`src/rtl/voice_allocator.sv`:
```
// Polyphonic voice allocator.
// Accepts note-on/note-off events over a valid/ready handshake and maps each note onto one of
// NumVoices generator slots: re-use the slot already holding the note, else the lowest free slot,
// else steal the oldest sounding slot. One slot is examined per cycle, so each event takes
// NumVoices + 2 cycles from acceptance to ev_ready returning high.
//
// Ports:
//   clk_i, reset_i         clock, asynchronous active-high reset
//   ev_valid_i/ev_ready_o  event handshake
//   ev_note_on_i           1 = note-on, 0 = note-off (note-on with velocity 0 is a note-off)
//   ev_note_i              MIDI note number
//   ev_velocity_i          velocity
//   all_notes_off_i        panic: release every voice, drop any in-flight event
//   voice_active_o         per-slot sounding flag
//   voice_note_o           per-slot note, slot i at [i*NoteW +: NoteW]
//   voice_volume_o         per-slot volume, same packing
//   voice_retrigger_o      1-cycle pulse when a slot is (re)assigned
//   steal_o                1-cycle pulse when an active slot was stolen
module voice_allocator #(
  parameter int unsigned NumVoices = 4,
  parameter int unsigned NoteW     = 7,
  parameter int unsigned AgeW      = 8
) (
  input  logic                       clk_i,
  input  logic                       reset_i,
  input  logic                       ev_valid_i,
  output logic                       ev_ready_o,
  input  logic                       ev_note_on_i,
  input  logic [NoteW-1:0]           ev_note_i,
  input  logic [NoteW-1:0]           ev_velocity_i,
  input  logic                       all_notes_off_i,
  output logic [NumVoices-1:0]       voice_active_o,
  output logic [NumVoices*NoteW-1:0] voice_note_o,
  output logic [NumVoices*NoteW-1:0] voice_volume_o,
  output logic [NumVoices-1:0]       voice_retrigger_o,
  output logic                       steal_o
);

  localparam int unsigned IdxW = $clog2(NumVoices);
  localparam logic [IdxW-1:0] LastIdx = IdxW'(NumVoices - 1);
  localparam logic [AgeW-1:0] AgeMax  = '1;

  typedef enum logic [1:0] {StIdle, StScan, StApply} state_e;

  state_e state_q, state_d;
  logic [IdxW-1:0] idx_q, idx_d;
  logic ev_ready_q, ev_ready_d;

  // Latched event
  logic             ev_on_q, ev_on_d;
  logic [NoteW-1:0] ev_note_q, ev_note_d;
  logic [NoteW-1:0] ev_vel_q, ev_vel_d;

  // Scan candidates
  logic            match_found_q, match_found_d;
  logic [IdxW-1:0] match_idx_q, match_idx_d;
  logic            free_found_q, free_found_d;
  logic [IdxW-1:0] free_idx_q, free_idx_d;
  logic            old_found_q, old_found_d;
  logic [IdxW-1:0] old_idx_q, old_idx_d;
  logic [AgeW-1:0] old_age_q, old_age_d;

  // Slot state
  logic [NumVoices-1:0] active_q, active_d;
  logic [NoteW-1:0]     note_q [NumVoices];
  logic [NoteW-1:0]     note_d [NumVoices];
  logic [NoteW-1:0]     vol_q  [NumVoices];
  logic [NoteW-1:0]     vol_d  [NumVoices];
  logic [AgeW-1:0]      age_q  [NumVoices];
  logic [AgeW-1:0]      age_d  [NumVoices];

  logic [NumVoices-1:0] retrig_q, retrig_d;
  logic                 steal_q, steal_d;

  logic            accept;
  logic [IdxW-1:0] target;

  assign accept = ev_valid_i && ev_ready_q && !all_notes_off_i;

  always_comb begin
    state_d       = state_q;
    idx_d         = idx_q;
    ev_on_d       = ev_on_q;
    ev_note_d     = ev_note_q;
    ev_vel_d      = ev_vel_q;
    match_found_d = match_found_q;
    match_idx_d   = match_idx_q;
    free_found_d  = free_found_q;
    free_idx_d    = free_idx_q;
    old_found_d   = old_found_q;
    old_idx_d     = old_idx_q;
    old_age_d     = old_age_q;
    active_d      = active_q;
    note_d        = note_q;
    vol_d         = vol_q;
    age_d         = age_q;
    retrig_d      = '0;
    steal_d       = 1'b0;
    target        = '0;
    // Registered view of "state is idle": low from the accepting edge until APPLY has retired.
    ev_ready_d    = (state_q == StIdle) && !accept;

    if (all_notes_off_i) begin
      state_d    = StIdle;
      ev_ready_d = 1'b1;
      active_d   = '0;
      for (int unsigned i = 0; i < NumVoices; i++) begin
        vol_d[i] = '0;
        age_d[i] = '0;
      end
    end else begin
      unique case (state_q)
        StIdle: begin
          if (accept) begin
            ev_on_d       = ev_note_on_i && (ev_velocity_i != '0);
            ev_note_d     = ev_note_i;
            ev_vel_d      = ev_velocity_i;
            idx_d         = '0;
            match_found_d = 1'b0;
            free_found_d  = 1'b0;
            old_found_d   = 1'b0;
            match_idx_d   = '0;
            free_idx_d    = '0;
            old_idx_d     = '0;
            old_age_d     = '0;
            state_d       = StScan;
          end
        end
        StScan: begin
          if (active_q[idx_q] && (note_q[idx_q] == ev_note_q) && !match_found_q) begin
            match_found_d = 1'b1;
            match_idx_d   = idx_q;
          end
          if (!active_q[idx_q] && !free_found_q) begin
            free_found_d = 1'b1;
            free_idx_d   = idx_q;
          end
          // Strictly greater keeps the lowest index on ties.
          if (active_q[idx_q] && (!old_found_q || (age_q[idx_q] > old_age_q))) begin
            old_found_d = 1'b1;
            old_idx_d   = idx_q;
            old_age_d   = age_q[idx_q];
          end
          if (idx_q == LastIdx) begin
            state_d = StApply;
          end else begin
            idx_d = idx_q + 1'b1;
          end
        end
        StApply: begin
          state_d = StIdle;
          if (ev_on_q) begin
            if (match_found_q) begin
              target = match_idx_q;
            end else if (free_found_q) begin
              target = free_idx_q;
            end else begin
              target = old_idx_q;
            end
            for (int unsigned i = 0; i < NumVoices; i++) begin
              if (active_q[i] && (IdxW'(i) != target) && (age_q[i] != AgeMax)) begin
                age_d[i] = age_q[i] + 1'b1;
              end
            end
            active_d[target] = 1'b1;
            note_d[target]   = ev_note_q;
            vol_d[target]    = ev_vel_q;
            age_d[target]    = '0;
            retrig_d[target] = 1'b1;
            steal_d          = !match_found_q && !free_found_q;
          end else if (match_found_q) begin
            active_d[match_idx_q] = 1'b0;
            vol_d[match_idx_q]    = '0;
          end
        end
        default: state_d = StIdle;
      endcase
    end
  end

  always_ff @(posedge clk_i or posedge reset_i) begin
    if (reset_i) begin
      state_q       <= StIdle;
      idx_q         <= '0;
      ev_ready_q    <= 1'b0;
      ev_on_q       <= 1'b0;
      ev_note_q     <= '0;
      ev_vel_q      <= '0;
      match_found_q <= 1'b0;
      match_idx_q   <= '0;
      free_found_q  <= 1'b0;
      free_idx_q    <= '0;
      old_found_q   <= 1'b0;
      old_idx_q     <= '0;
      old_age_q     <= '0;
      active_q      <= '0;
      retrig_q      <= '0;
      steal_q       <= 1'b0;
      for (int unsigned i = 0; i < NumVoices; i++) begin
        note_q[i] <= '0;
        vol_q[i]  <= '0;
        age_q[i]  <= '0;
      end
    end else begin
      state_q       <= state_d;
      idx_q         <= idx_d;
      ev_ready_q    <= ev_ready_d;
      ev_on_q       <= ev_on_d;
      ev_note_q     <= ev_note_d;
      ev_vel_q      <= ev_vel_d;
      match_found_q <= match_found_d;
      match_idx_q   <= match_idx_d;
      free_found_q  <= free_found_d;
      free_idx_q    <= free_idx_d;
      old_found_q   <= old_found_d;
      old_idx_q     <= old_idx_d;
      old_age_q     <= old_age_d;
      active_q      <= active_d;
      retrig_q      <= retrig_d;
      steal_q       <= steal_d;
      for (int unsigned i = 0; i < NumVoices; i++) begin
        note_q[i] <= note_d[i];
        vol_q[i]  <= vol_d[i];
        age_q[i]  <= age_d[i];
      end
    end
  end

  always_comb begin
    voice_note_o   = '0;
    voice_volume_o = '0;
    for (int unsigned i = 0; i < NumVoices; i++) begin
      voice_note_o[i*NoteW +: NoteW]   = note_q[i];
      voice_volume_o[i*NoteW +: NoteW] = vol_q[i];
    end
  end

  assign ev_ready_o        = ev_ready_q;
  assign voice_active_o    = active_q;
  assign voice_retrigger_o = retrig_q;
  assign steal_o           = steal_q;

endmodule

```
`config.mk`:
```
export PLATFORM = sky130hd
export DESIGN_NAME = voice_allocator
export DESIGN_NICKNAME = d
export VERILOG_FILES = /design/src/rtl/voice_allocator.sv
export SDC_FILE = /design/constraint.sdc
export NUM_CORES = 1
export LEC_CHECK = 0
export CORE_AREA = 5 5 121 123
export CTS_CLUSTER_DIAMETER = 60
export DETAILED_ROUTE_END_ITERATION = 6
export DIE_AREA = 0 0 126 128
export GPL_TIMING_DRIVEN = 1
export PLACE_DENSITY = 0.75
export SLEW_MARGIN = 10
export SYNTH_ARGS = -nofsm -noshare
export SYNTH_HDL_FRONTEND = slang
export SYNTH_SLANG_ARGS = --single-unit
export TNS_END_PERCENT = 5
```
`constraint.sdc`:
```
create_clock -name clk_i -period 8.3 [get_ports clk_i]
set_input_delay 0.83 -clock clk_i [delete_from_list [all_inputs] [get_ports clk_i]]
set_output_delay 0.83 -clock clk_i [all_outputs]
set_load 0.02 [all_outputs]
```
==> results.yml <==
finish:
  area_growth_pct: 25.1
  drive_gt1_share_pct: 13.8
  final_cells: 885
  ff_latch_area_um2: 3350
  antenna_cells: 0
  final_nets: 724
  multi_input_area_um2: 3020
  nFillCells: 1083
critical_path:
  path_class: "input port to flip-flop"
  end_kind: "flip-flop"
  slowest_delay_ps: 990
  cpMostUsedCell: "nand2_1"
  cpMaxStageDelayCell: "or4_1"
  crit_arrival_ps: 3560
  crit_required_ps: 8560
  worstPathCellList: "clkdlybuf4s50_1 > or4_1 > nand2_1 > nand2_1 > a21oi_1 > o22ai_1"
  critPathLaunchType: "input port"
  path_max_fanout: 23
clocking:
  ctsResizeCount: 0
  clk_pin_slew_ps: 60
  clock_path_buffers: 2
  cts_buffers: 17
  cts_setup_buffers: 0
  h-tree-depth: 4
  cts_tree: "done"
  insertion_delay_ps: 430
  clockRootBuffer: "clkbuf_16"
  cts.sinks: 134
  hold_buffers: 0
sta:
  drv_slew: 0
  maxSlewHeadroom_pct: 35.2
  fin_setup_tns_ps: 0
  layout_min_cycle_time_ps: 3300
  period_share_pct: 39.7
  max_clock_freq_mhz: 303
  hold_viol: 0
  finClkSkew_ps: 12.8
  tightest_slew_ps: 972
  rsz0062_at_grt: "no"
  layout_setup_ws_ps: 5000
  hold_slack_ps: 506
  setup_viol: 0
synthesis:
  yosysTopAreaCell: "dfrtp_1"
  ys_seq_area_share_pct: 50.8
  synthArstFlopShare_pct: 100
  yosysMostFrequentCell: "dfrtp_1"
  synth_top_area_share_pct: 50.8
  synth_flop_cell: "dfrtp_1"
  synthDistinctLibCells: 60
  synthesis.nets: 643
  ys_ff_latch: 134
  yosysWarnings: 0
  syn-instance-count: 611
  syn-cell-area_um2: 6600
  synth_edf_count: 0
  synthTopCellsByArea: "dfrtp_1 51%, mux2_2 5.5%, nand2_1 5.3%"
  synth.avg_cell_area_um2: 10.8
  synth_commonest_cells: "134 x dfrtp_1, 93 x nand2_1, 46 x o21ai_0"
global_route:
  antenna_found_initial: 0
  overflow: 0
  grt_pass1_vias: 5379
  grt_pass1_wl_um: 28400
  grt.total_usage_pct: 22.2
  grt_start_max_net_pins: 80
die:
  die_w_um: 126
  ioPinCount: 85
  dieArea_um2: 16100
  start_util_pct: 48.7
  placementRows: 43
  die_h_um: 128
  core-area_um2: 13600
routing:
  drt_iter0_drc: 545
  dr.pass1.iters: 6
  route.detailed.drc: 0
  ant_nets: 0
  via_count: 5362
  viasPerCell: 6.06
  drt_wl_total_um: 17500
  routedWlPerCell_um: 19.8
power:
  pwr-share-comb_pct: 12.3
  power_frac_seq_pct: 41.3
  p_clk_share_pct: 46.4
  intPower_mw: 1.35
  vdd_drop_max_uv: 150
  p_sw_share_pct: 27.4
  cellPowerDensity_nw_per_um2: 225
  power.switching_uw: 510
  power.leakage_nw: 3.59
placement:
  hpwl_um: 11800
  dp.cells: 853
  io_buffers: 84
  post-place-ws_ps: 4660
  routabilityCongestion: 0.944
status:
  status: "finished clean"
hold_path:
  hold_path.class: "flip-flop to flip-flop"
flow_run:
  maxCapViolations: 0
sequential cells by signal, summed over array words and instances (netlist names), 2 cells and up:
name,cells
voice_active_o,4
old_idx_q,2
voice_retrigger_o,4
voice_volume_o,28
match_idx_q,2
ev_note_q,7
voice_note_o,28
age_q,32
free_idx_q,2
ev_vel_q,7
idx_q,2
state_q,2
old_age_q,8
layout by cell type, fill, tap and decap left out, types with 12 or more instances in the layout:
master / Yosys / routed
a21oi_1: 23 / 23
a22o_1: 32 / 32
clkbuf_16: 0 / 17
clkdlybuf4s50_1: 0 / 84
dfrtp_1: 134 / 134
ha_1: 13 / 13
inv_1: 23 / 22
mux2_2: 32 / 32
nand2_1: 93 / 93
nand3_1: 12 / 12
nand4_1: 13 / 13
nor2_1: 31 / 31
o21ai_0: 46 / 46
cell families after synthesis:
kind of cell	Yosys count	synth area share, %
buffers and inverters	52	3.58
AO/OA/AOI/OAI	170	18.4
AND/OR/NAND/NOR	178	12.3
flip-flops	134	50.8
XOR/XNOR	11	1.46
multiplexers	53	11.0
adder cells (fa/ha/maj)	13	2.46
metal layers:
layer / global-route usage (%) / vias up / routed length, um
li1: - / 2420 / -
met1: 28.8 / 2681 / 7290
met2: 36.1 / 223 / 8440
met3: 5.79 / 38 / 1400
met4: 8.39 / 0 / 385
met5: 0 / - / 0
power groups by stage:
stage	logic [mW]	registers (mW)	clock network (mW)
after global routing	0.249	0.778	0.895
final	0.228	0.768	0.862
after detailed placement	0.228	0.777	0
after global placement	0.223	0.774	0
after CTS	0.230	0.767	0.868
after floorplan	0.200	0.736	0
path summary, 6_finish.rpt:
check / cells past startpoint / startpoint / end / slack [ps]
worst max-delay path: 6 / all_notes_off_i / old_age_q[0] / 5000
worst min register to register: 1 / voice_volume_o[7] / voice_volume_o[7] / 510
worst max register to register: 10 / idx_q[0] / old_age_q[6] / 5050
worst min-delay path: 1 / voice_volume_o[7] / voice_volume_o[7] / 510
min in group asynchronous: 2 / reset_i / steal_o / 880
max in group asynchronous: 3 / reset_i / voice_note_o[18] / 5990
through the flow:
step                power (mW)  cell area (um^2)  utilization [%]
floorplan                0.936              6600                -
global placement         0.997              7580             55.9
detailed placement        1.00              7580             55.9
CTS                       1.86              8260             60.9
global route              1.92              8260             60.9
finish                    1.86              8260             60.9
area by class of cell:
| class | count | share of cell area (%) |
|---|---|---|
| clock buffers | 20 | 5.65 |
| clock inverters | 12 | 2.56 |
| inverters | 23 | 1.08 |
| multi-input cells | 425 | 36.5 |
| flip-flops and latches | 134 | 40.6 |
| well taps | 180 | 2.73 |
| repair buffers | 91 | 10.8 |
critical path: cells and delay by family:
family	cells	cell delay, ps
simple gates	3	1300
buf+inv	1	590
compound gates	2	830
Power figures use the tool's default switching activity.
